--- src/rtl/sipo_deser_pkg.sv ---
// Shared definitions for the SIPO deserializer and its paired serializer:
// FSM state encoding and counter-width helpers.
package sipo_deser_pkg;

  typedef enum logic [1:0] {
    IDLE  = 2'd0,
    SHIFT = 2'd1,
    LOAD  = 2'd2
  } state_t;

  // Bits needed to count 0..n-1; never less than one bit.
  function automatic int cnt_w(input int n);
    return (n > 1) ? $clog2(n) : 1;
  endfunction

  // Bits needed to hold 0..t; never less than one bit.
  function automatic int idle_w(input int t);
    return (t > 0) ? $clog2(t + 1) : 1;
  endfunction

endpackage

--- src/rtl/sipo_bit_cnt.sv ---
// Modulo-DW bit counter with synchronous clear/enable and a terminal flag
// that is high while the count sits at DW-1.
module sipo_bit_cnt
  import sipo_deser_pkg::*;
#(
  parameter int DW = 4
) (
  input  logic clk,
  input  logic rst,
  input  logic i_clr,
  input  logic i_en,
  output logic o_tc
);

  localparam int CW = cnt_w(DW);
  localparam logic [CW-1:0] LAST = CW'(DW - 1);

  logic [CW-1:0] r_cnt;

  // Clear wins over enable; the count folds back to zero after DW-1.
  always_ff @(posedge clk or posedge rst) begin
    if (rst) begin
      r_cnt <= '0;
    end else if (i_clr) begin
      r_cnt <= '0;
    end else if (i_en) begin
      if (r_cnt == LAST) r_cnt <= '0;
      else               r_cnt <= r_cnt + 1'b1;
    end
  end

  assign o_tc = (r_cnt == LAST);

endmodule

--- src/rtl/sipo_deser.sv ---
// Serial-in/parallel-out deserializer: frames DW valid bits after i_start into
// one word, presented on o_data with a single-cycle o_load strobe.
module sipo_deser
  import sipo_deser_pkg::*;
#(
  parameter int DW        = 4,
  parameter int MSB_FIRST = 1,
  parameter int TIMEOUT   = 0
) (
  input  logic          clk,
  input  logic          rst,
  input  logic          i_start,
  input  logic          i_bit_vld,
  input  logic          i_bit,
  output logic [DW-1:0] o_data,
  output logic          o_load,
  output logic          o_busy,
  output logic          o_err
);

  state_t        r_state;
  state_t        w_state_next;
  logic [DW-1:0] r_shift;
  logic [DW-1:0] w_shift_next;
  logic [DW-1:0] r_data;
  logic          r_load;
  logic          r_busy;
  logic          r_err;
  logic          w_err_next;
  logic          w_cnt_clr;
  logic          w_cnt_en;
  logic          w_tc;
  logic          w_idle_hit;

  sipo_bit_cnt #(
    .DW(DW)
  ) u_bit_cnt (
    .clk  (clk),
    .rst  (rst),
    .i_clr(w_cnt_clr),
    .i_en (w_cnt_en),
    .o_tc (w_tc)
  );

  generate
    if (MSB_FIRST != 0) begin : g_msb_first
      assign w_shift_next = {r_shift[DW-2:0], i_bit};
    end else begin : g_lsb_first
      assign w_shift_next = {i_bit, r_shift[DW-1:1]};
    end
  endgenerate

  // Idle counter only exists when a timeout is configured; it never holds
  // TIMEOUT itself because reaching it aborts the frame on that same edge.
  generate
    if (TIMEOUT > 0) begin : g_timeout
      localparam int IW = idle_w(TIMEOUT);
      localparam logic [IW-1:0] IDLE_LAST = IW'(TIMEOUT - 1);
      logic [IW-1:0] r_idle;

      assign w_idle_hit = (r_state == SHIFT) && !i_bit_vld && (r_idle == IDLE_LAST);

      always_ff @(posedge clk or posedge rst) begin
        if (rst) begin
          r_idle <= '0;
        end else if ((r_state == SHIFT) && !i_start && !i_bit_vld && !w_idle_hit) begin
          r_idle <= r_idle + 1'b1;
        end else begin
          r_idle <= '0;
        end
      end
    end else begin : g_no_timeout
      assign w_idle_hit = 1'b0;
    end
  endgenerate

  always_ff @(posedge clk or posedge rst) begin
    if (rst) r_state <= IDLE;
    else     r_state <= w_state_next;
  end

  always_comb begin
    w_state_next = r_state;
    w_err_next   = 1'b0;
    w_cnt_clr    = 1'b0;
    w_cnt_en     = 1'b0;
    case (r_state)
      IDLE: begin
        if (i_start) begin
          w_state_next = SHIFT;
          w_cnt_clr    = 1'b1;
        end
      end
      SHIFT: begin
        // A restart drops the partial word and ignores any bit in that cycle.
        if (i_start) begin
          w_state_next = SHIFT;
          w_cnt_clr    = 1'b1;
          w_err_next   = 1'b1;
        end else if (i_bit_vld) begin
          w_cnt_en = 1'b1;
          if (w_tc) w_state_next = LOAD;
        end else if (w_idle_hit) begin
          w_state_next = IDLE;
          w_cnt_clr    = 1'b1;
          w_err_next   = 1'b1;
        end
      end
      LOAD: begin
        if (i_start) begin
          w_state_next = SHIFT;
          w_cnt_clr    = 1'b1;
        end else begin
          w_state_next = IDLE;
        end
      end
      default: begin
        w_state_next = IDLE;
        w_cnt_clr    = 1'b1;
      end
    endcase
  end

  always_ff @(posedge clk or posedge rst) begin
    if (rst) begin
      r_shift <= '0;
      r_data  <= '0;
      r_load  <= 1'b0;
      r_busy  <= 1'b0;
      r_err   <= 1'b0;
    end else begin
      if (w_cnt_clr)     r_shift <= '0;
      else if (w_cnt_en) r_shift <= w_shift_next;
      // The completed word is captured on the same edge that enters LOAD.
      if (w_cnt_en && w_tc) r_data <= w_shift_next;
      r_load <= (w_state_next == LOAD);
      r_busy <= (w_state_next == SHIFT);
      r_err  <= w_err_next;
    end
  end

  assign o_data = r_data;
  assign o_load = r_load;
  assign o_busy = r_busy;
  assign o_err  = r_err;

endmodule
--- config.mk ---
export PLATFORM = sky130hd
export DESIGN_NAME = sipo_deser
export DESIGN_NICKNAME = d
export VERILOG_FILES = /design/src/rtl/sipo_deser_pkg.sv /design/src/rtl/sipo_bit_cnt.sv /design/src/rtl/sipo_deser.sv
export SDC_FILE = /design/constraint.sdc
export NUM_CORES = 1
export LEC_CHECK = 0
export BUFFER_PORTS_ARGS = -buffer_cell sky130_fd_sc_hd__clkbuf_2
export CAP_MARGIN = 5
export CORE_UTILIZATION = 31
export CTS_CLUSTER_SIZE = 12
export DETAILED_ROUTE_END_ITERATION = 12
export PLACE_DENSITY = 0.51
export REMOVE_ABC_BUFFERS = 1
export SETUP_SLACK_MARGIN = 0.15
export SYNTH_ARGS = -nofsm -noshare
export SYNTH_HDL_FRONTEND = slang
export SYNTH_SLANG_ARGS = --single-unit
--- constraint.sdc ---
create_clock -name clk -period 1.65 [get_ports clk]
set_clock_uncertainty 0.05 [all_clocks]
set_input_delay 0.0825 -clock clk [delete_from_list [all_inputs] [get_ports clk]]
set_output_delay 0.0825 -clock clk [all_outputs]
set_load 0.02 [all_outputs]
==> results of run 1 <==
[cell families (layout without fill, tap and decap cells)]
| family | count (synthesis) | after routing |
|---|---|---|
| flops | 14 | 14 |
| fa+ha+maj | 1 | 1 |
| buf+inv | 3 | 21 |
| mux | 4 | 4 |
| compound gates | 10 | 10 |
| simple gates | 13 | 13 |
[sequential cells by signal (all words and copies together), names as in the netlist]
name,flops
o_load,1
o_data,4
u_bit_cnt.r_cnt,2
o_err,1
o_busy,1
r_shift,3
r_state,2
[stage by stage]
step,power [uW],setup WS [ns],area [sq um],hold WS (ns)
3_5_place_dp,445.7,0.1243,669.4,0.07822
5_1_grt,722.4,0.1631,732.0,0.02124
4_1_cts,692.9,0.1841,716.9,0.01609
6_report,684.5,0.2081,732.0,0.02824
3_3_place_gp,444.9,0.1374,669.4,0.08100
2_1_floorplan,418.7,0.1509,568.0,-0.07828
[metal layers]
metal / vias up / part of all wire [%] / GRT usage, %
met4: 0 / 0 / 3.636
met2: 14 / 43 / 14.20
li1: 195 / - / -
met5: - / 0 / 0
met1: 190 / 50 / 16.50
met3: 0 / 7.0 / 7.143
[final cells by class]
class	instances	area (sq um)
tap	25	31.28
inverter	1	3.754
fill	172	1013
timing repair buffer	16	95.09
clock buffer	4	36.28
multi-input combinational	28	215.2
sequential	14	350.3
[cell usage in the layout (no fill, tap or decap)]
cell type,Yosys,final
a22oi_1,4,4
inv_1,1,1
a31oi_1,1,1
nor2b_1,1,1
nor2_1,6,6
and3b_2,2,3
and3b_4,1,1
ha_1,1,1
dfrtp_1,14,14
clkbuf_2,0,11
nand2_1,2,2
clkbuf_8,0,1
dlygate4sd3_1,0,1
o21ai_0,1,1
o31ai_1,1,1
a21oi_1,3,3
mux2_4,4,4
buf_4,0,4
clkbuf_4,0,3
[power by group through the flow]
stage / Sequential [uW] / Clock (uW) / Combinational (uW)
2_1_floorplan: 383 / 0 / 35.8
3_3_place_gp: 374 / 0 / 71.3
3_5_place_dp: 374 / 0 / 71.5
4_1_cts: 367 / 252 / 73.8
5_1_grt: 370 / 266 / 86.5
6_report: 367 / 241 / 77.1
[worst max-delay path by stage]
stage	endpoint
after floorplan	o_data[0]$_DFFE_PP0P_
after global placement	o_data[3]$_DFFE_PP0P_
after detailed placement	o_data[0]$_DFFE_PP0P_
after CTS	o_data[0]$_DFFE_PP0P_
after global routing	o_data[0]$_DFFE_PP0P_
final	o_data[0]$_DFFE_PP0P_
[what timing repair did]
| action | in CTS | in global routing |
|---|---|---|
| setup endpoints to repair | 4 | 4 |
| pin swaps | 0 | 0 |
| endpoints found under the hold margin | 14 | 0 |
| setup buffers | 0 | 2 |
| resized for setup | 1 | 0 |
| hold buffers | 1 | 0 |
[worst register-to-register path, cell delays in order, from the launching register on]
cell     delay [ns]
dfrtp_1        0.38
and3b_4        0.30
and3b_2        0.29
mux2_4         0.31
==> metrics.txt, run 1 <==
sequential fraction of the synthesis area=between 60 and 70%; cell internal pwr=about 530 uW; largest family of logic cells by synthesized area=simple AND/OR/NAND/NOR gates; Switch Pwr=roughly 160 uW; Sw Share=between 20% and 30%; combinational power share=approximately 11%; top post-synthesis cells by area=dfrtp_1 (60%), mux2_4 (10%), a22oi_1 (5.2%); Top FF cell, synth=dfrtp_1; most numerous cell in the Yosys netlist=dfrtp_1; largest area contributor in the netlist=dfrtp_1; Commonest cells post-synth=dfrtp_1 (14), nor2_1 (6), a22oi_1 (4), mux2_4 (4), a21oi_1 (3); DIE AREA=between 2000 and 2500 sq um; Placed Cells=about 80; Die Y=between 40 and 50 um; flops & latches, synth=14; adder-cell share of the synthesized area=2.146%; Sequential Power Share=53.6%; Max H-tree Level=1; Root Buffer=clkbuf_4; DRT Pass-1 Iters=4; final hold violations=0; GRT overflow=0; TritonCTS clock tree=built; Reg2Reg Depth=3; Max Root-Sink Buffers=2; Distinct cells, synth=17; number of diodes=0; worst endpoint required time=around 1.8 ns; slew margin rel.=about two thirds; crit path DAT=around 1.6 ns; nets@finish=70; total track usage=11.59%; reg-to-reg setup timing slack=between 0.2 and 0.25 ns; outcome=finished clean; Hold Path Class=input port to flip-flop; setup_tns=0 ns; final worst path period need=between 1 and 1.5 ns; largest net degree at the start of global routing=15; reg2reg end=o_data[0]$_DFFE_PP0P_; hold depth=2; WHS Endpoint=o_data[0]$_DFFE_PP0P_; routed length per instance=about 11 um; Final ANT Viol Nets=0; Horiz. Die Dim=approximately 45 um; cells along the critical path=and3b_4 -> and3b_2 -> mux2_4; final wirelength=990 um; first-pass GRT wire length=1559 um; hold_sp=i_bit; xor-xnor portion of the synthesized cell area=0%; # setup viols final=0; Max-Cap Viols=0; CP peak stage delay=about 0.38 ns; clock group share of total power=around a third; core area=1745 sq um; Buf/Inv on CP=0; clk sinks=14; vias in the first global route=approximately 330; CP max FO=5; fraction of layout cells with a size suffix above 1=42.86%; Max Slew Vio Count=0; Critical Path Start Type=flip-flop; Detailed Place HPWL=just under 700 um; r2r startpoint=r_state[1]$_DFF_PP0_; DRC=0; Peak VDD IR=~0.64 mV; RD Place Congestion=between 0.7 and 0.8; nature of the critical path endpoint=flip-flop; critical path depth in cells=3; CTS buffer count=3; ys async rst share=100.0%; Detailed Route Iter0 Violations=11; IO Port Bufs=11; Starting Density=roughly a third; RSZ-0062 raised after global routing=no; area grow syn2layout=25.54%; routed vias=approximately 400; Compound-Gate Fraction of Synth Area=10.94%; number of enable flip-flop cells after synthesis=0; family with the most delay on the worst path=simple AND/OR/NAND/NOR gates; Synth Area in Simple Gates=a little over an eighth; Critical Path Slowest Stage Cell=dfrtp_1; Yosys warnings=0; maximum clock rate=roughly 0.7 GHz; Core Rows=15; mux cell area share after synthesis=10.30%; Crit Path Class=flip-flop to flip-flop; final worst-path cycle share=between 80% and 90%; Pleak=0.0003628 uW; top cell type's share of synthesized area=~60%; Crit. Startpoint=r_state[1]$_DFF_PP0_; Non-Filler Instances=88; initial antenna violation count=0; Post-Synthesis Cell Area=roughly 600 sq um; final core utilization=a little over two fifths; # IOs=12; Reg clk slew, reported paths=0.08 ns; PwrDens=approximately 940 nW/um^2; Cells after Synth=45; Syn Area/Cell=about 13 sq um; Worst-Margin Slew=between 0.5 and 0.6 ns; Via density=4.534; Worst-Skew Late Latency=approximately 0.28 ns
No activity file was read; power rests on OpenSTA's default activity.
==> run 2, diff against run 1 <==
- PLACE_DENSITY: 0.51 -> not set
- PLACE_DENSITY_LB_ADDON: not set -> 0.05
- clock period: 1.65 -> 1.2 ns (I/O delays scaled with it)
==> metrics.txt, run 2 (same netlist as run 1, synthesis figures left out) <==
outcome=finished with violations; failing checks=setup timing; first-pass GRT wire length=1897 um (+22%); cells along the critical path=and3b_4 -> and3b_2 -> buf_6 -> mux2_4; Max Root-Sink Buffers=2 (unchanged); largest net degree at the start of global routing=15 (unchanged); RD Place Congestion=0.7482 (+4.0%); fraction of layout cells with a size suffix above 1=61.64% (+19 points); most frequent cells in the layout=dfrtp_1 (14), clkbuf_2 (11), buf_4 (10), nor2_1 (5); final wirelength=1171 um (+18%); # setup viols final=4 (+4); cell area after placement=729.5 sq um (+9.0%); Max H-tree Level=1 (unchanged); Die Y=45.37 um (unchanged); Largest register FFs=4 (unchanged); area grow syn2layout=47.21%; core area=1745 sq um (unchanged); CP max FO=3 (-2); slew margin rel.=65.75% (+0.17 points); Horiz. Die Dim=45.37 um (unchanged); clk sinks=14 (unchanged); vias in the first global route=450 (+37%); Final ANT Viol Nets=0 (unchanged); CP peak stage delay=0.38 ns (about the same); routed vias=454 (+14%); DRT Pass-1 Iters=2 (-2); Buf/Inv on CP=1 (+1); DRC=0 (unchanged); final worst path period need=1.431 ns (-0.01137 ns); crit path DAT=1.54 ns (about the same); family with the most delay on the worst path=simple AND/OR/NAND/NOR gates; Worst-Margin Slew=0.5132 ns (-0.002578 ns); fillers=168 (-2.3%); Detailed Place HPWL=831.1 um (+20%); TritonCTS clock tree=built; PwrDens=1063 nW/um^2 (+14%); CTS buffer count=3 (unchanged); RSZ-0062 raised after global routing=yes; nature of the critical path endpoint=flip-flop; Hold Path Class=input port to flip-flop; routed length per instance=11.95 um (+6.2%); Detailed Route Iter0 Violations=9 (-2); # IOs=12 (unchanged); Starting Density=33.41% (unchanged); final hold violations=0 (unchanged); Peak VDD IR=0.6506 mV (+1.0%); Pleak=0.0004184 uW (+15%); initial antenna violation count=0 (unchanged); GRT overflow=0 (unchanged); maximum clock rate=0.6991 GHz (+0.79%); Root Buffer=clkbuf_4; Core Rows=15 (unchanged); Crit Path Class=flip-flop to flip-flop; Worst-Skew Late Latency=0.27 ns (about the same); number of diodes=0 (unchanged); Max Slew Vio Count=0 (unchanged); Design Area, Final=858.3 sq um (+17%); Reg clk slew, reported paths=0.08 ns (about the same); total track usage=13.99% (+2.4 points); worst endpoint required time=1.31 ns (-0.45 ns); setup_tns=-0.8986 ns (-0.8986 ns); Critical Path Slowest Stage Cell=dfrtp_1; Max-Cap Viols=0 (unchanged); most common cell after layout, fill and taps aside=dfrtp_1; final worst-path cycle share=119.2% (+32 points); IO Port Bufs=11 (unchanged); Critical Path Start Type=flip-flop; nets@finish=81 (+16%); final worst slack=-0.2305 ns (-0.4386 ns); Via density=4.633 (+2.2%); DIE AREA=2058 sq um (unchanged)
-- run 2: changes by cell type in the layout (fill, tap and decap cells not counted), moves of 2 or more --
| cell | previous run | this run |
|---|---|---|
| a22oi_2 | 0 | 4 |
| a21oi_1 | 3 | 1 |
| buf_4 | 4 | 10 |
| a21oi_2 | 0 | 2 |
| a22oi_1 | 4 | 0 |
| buf_6 | 0 | 4 |
-- run 2: worst min-delay path, cell delays in order --
cell	delay, ns
clkbuf_2	0.09
buf_4	0.15
nor2_1	0.05
-- run 2: per-layer routing --
layer	GRT usage (%)	wire length, um	vias up
li1	-	-	219
met1	14.61	516	228
met2	23.77	624	7
met3	4.762	31	0
met4	9.091	0	0
met5	0	0	-
-- run 2: final timing paths --
check	from	end	cells after the start	slack [ns]
max	r_state[1]$_DFF_PP0_	o_data[1]$_DFFE_PP0P_	4	-0.23
min reg2reg	o_data[0]$_DFFE_PP0P_	o_data[0]$_DFFE_PP0P_	1	0.47
max in group asynchronous	rst	r_state[0]$_DFF_PP0_	3	0.47
max reg2reg	r_state[1]$_DFF_PP0_	o_data[1]$_DFFE_PP0P_	4	-0.23
min in group asynchronous	rst	o_data[3]$_DFFE_PP0P_	3	0.29
min	i_start	u_bit_cnt.r_cnt[1]$_DFFE_PP0P_	3	0.08
-- run 2: cell type report --
cell class	instances	area (sq um)	area share, %
Tap cell	25	31.28	3.644
Multi-Input combinational cell	28	255.2	29.74
Sequential cell	14	350.3	40.82
Inverter	1	3.754	0.4373
Timing Repair Buffer	27	195.2	22.74
Clock buffer	3	22.52	2.624
-- run 2: stage by stage --
step | hold WS (ns) | util [%] | instances | power [uW] | setup WS (ns)
2_1_floorplan | -0.1008 | - | 43 | 575.6 | -0.2991
3_3_place_gp | 0.03602 | 41.79 | 89 | 625.8 | -0.1951
3_5_place_dp | 0.05298 | 41.79 | 89 | 631.4 | -0.2195
4_1_cts | 0.06231 | 48.10 | 96 | 919.5 | -0.2309
5_1_grt | 0.06451 | 49.18 | 98 | 973.7 | -0.2905
6_report | 0.08156 | 49.18 | 98 | 912.1 | -0.2305
-- run 2: report_power, final --
part           leakage [uW]  total (uW)  internal [uW]  switching, uW
Combinational      0.000224         157           84.4           72.9
Sequential         0.000180         505            492           12.8
Clock             0.0000138         250            116            134
-- run 2: what timing repair did --
item | in CTS | in global routing
endpoints found under the hold margin | 15 | 0
hold buffers | 2 | 0
buffers inserted | 2 | 2
pin swaps | 12 | 5
setup endpoints to repair | 12 | 12
gates resized for setup | 15 | 1
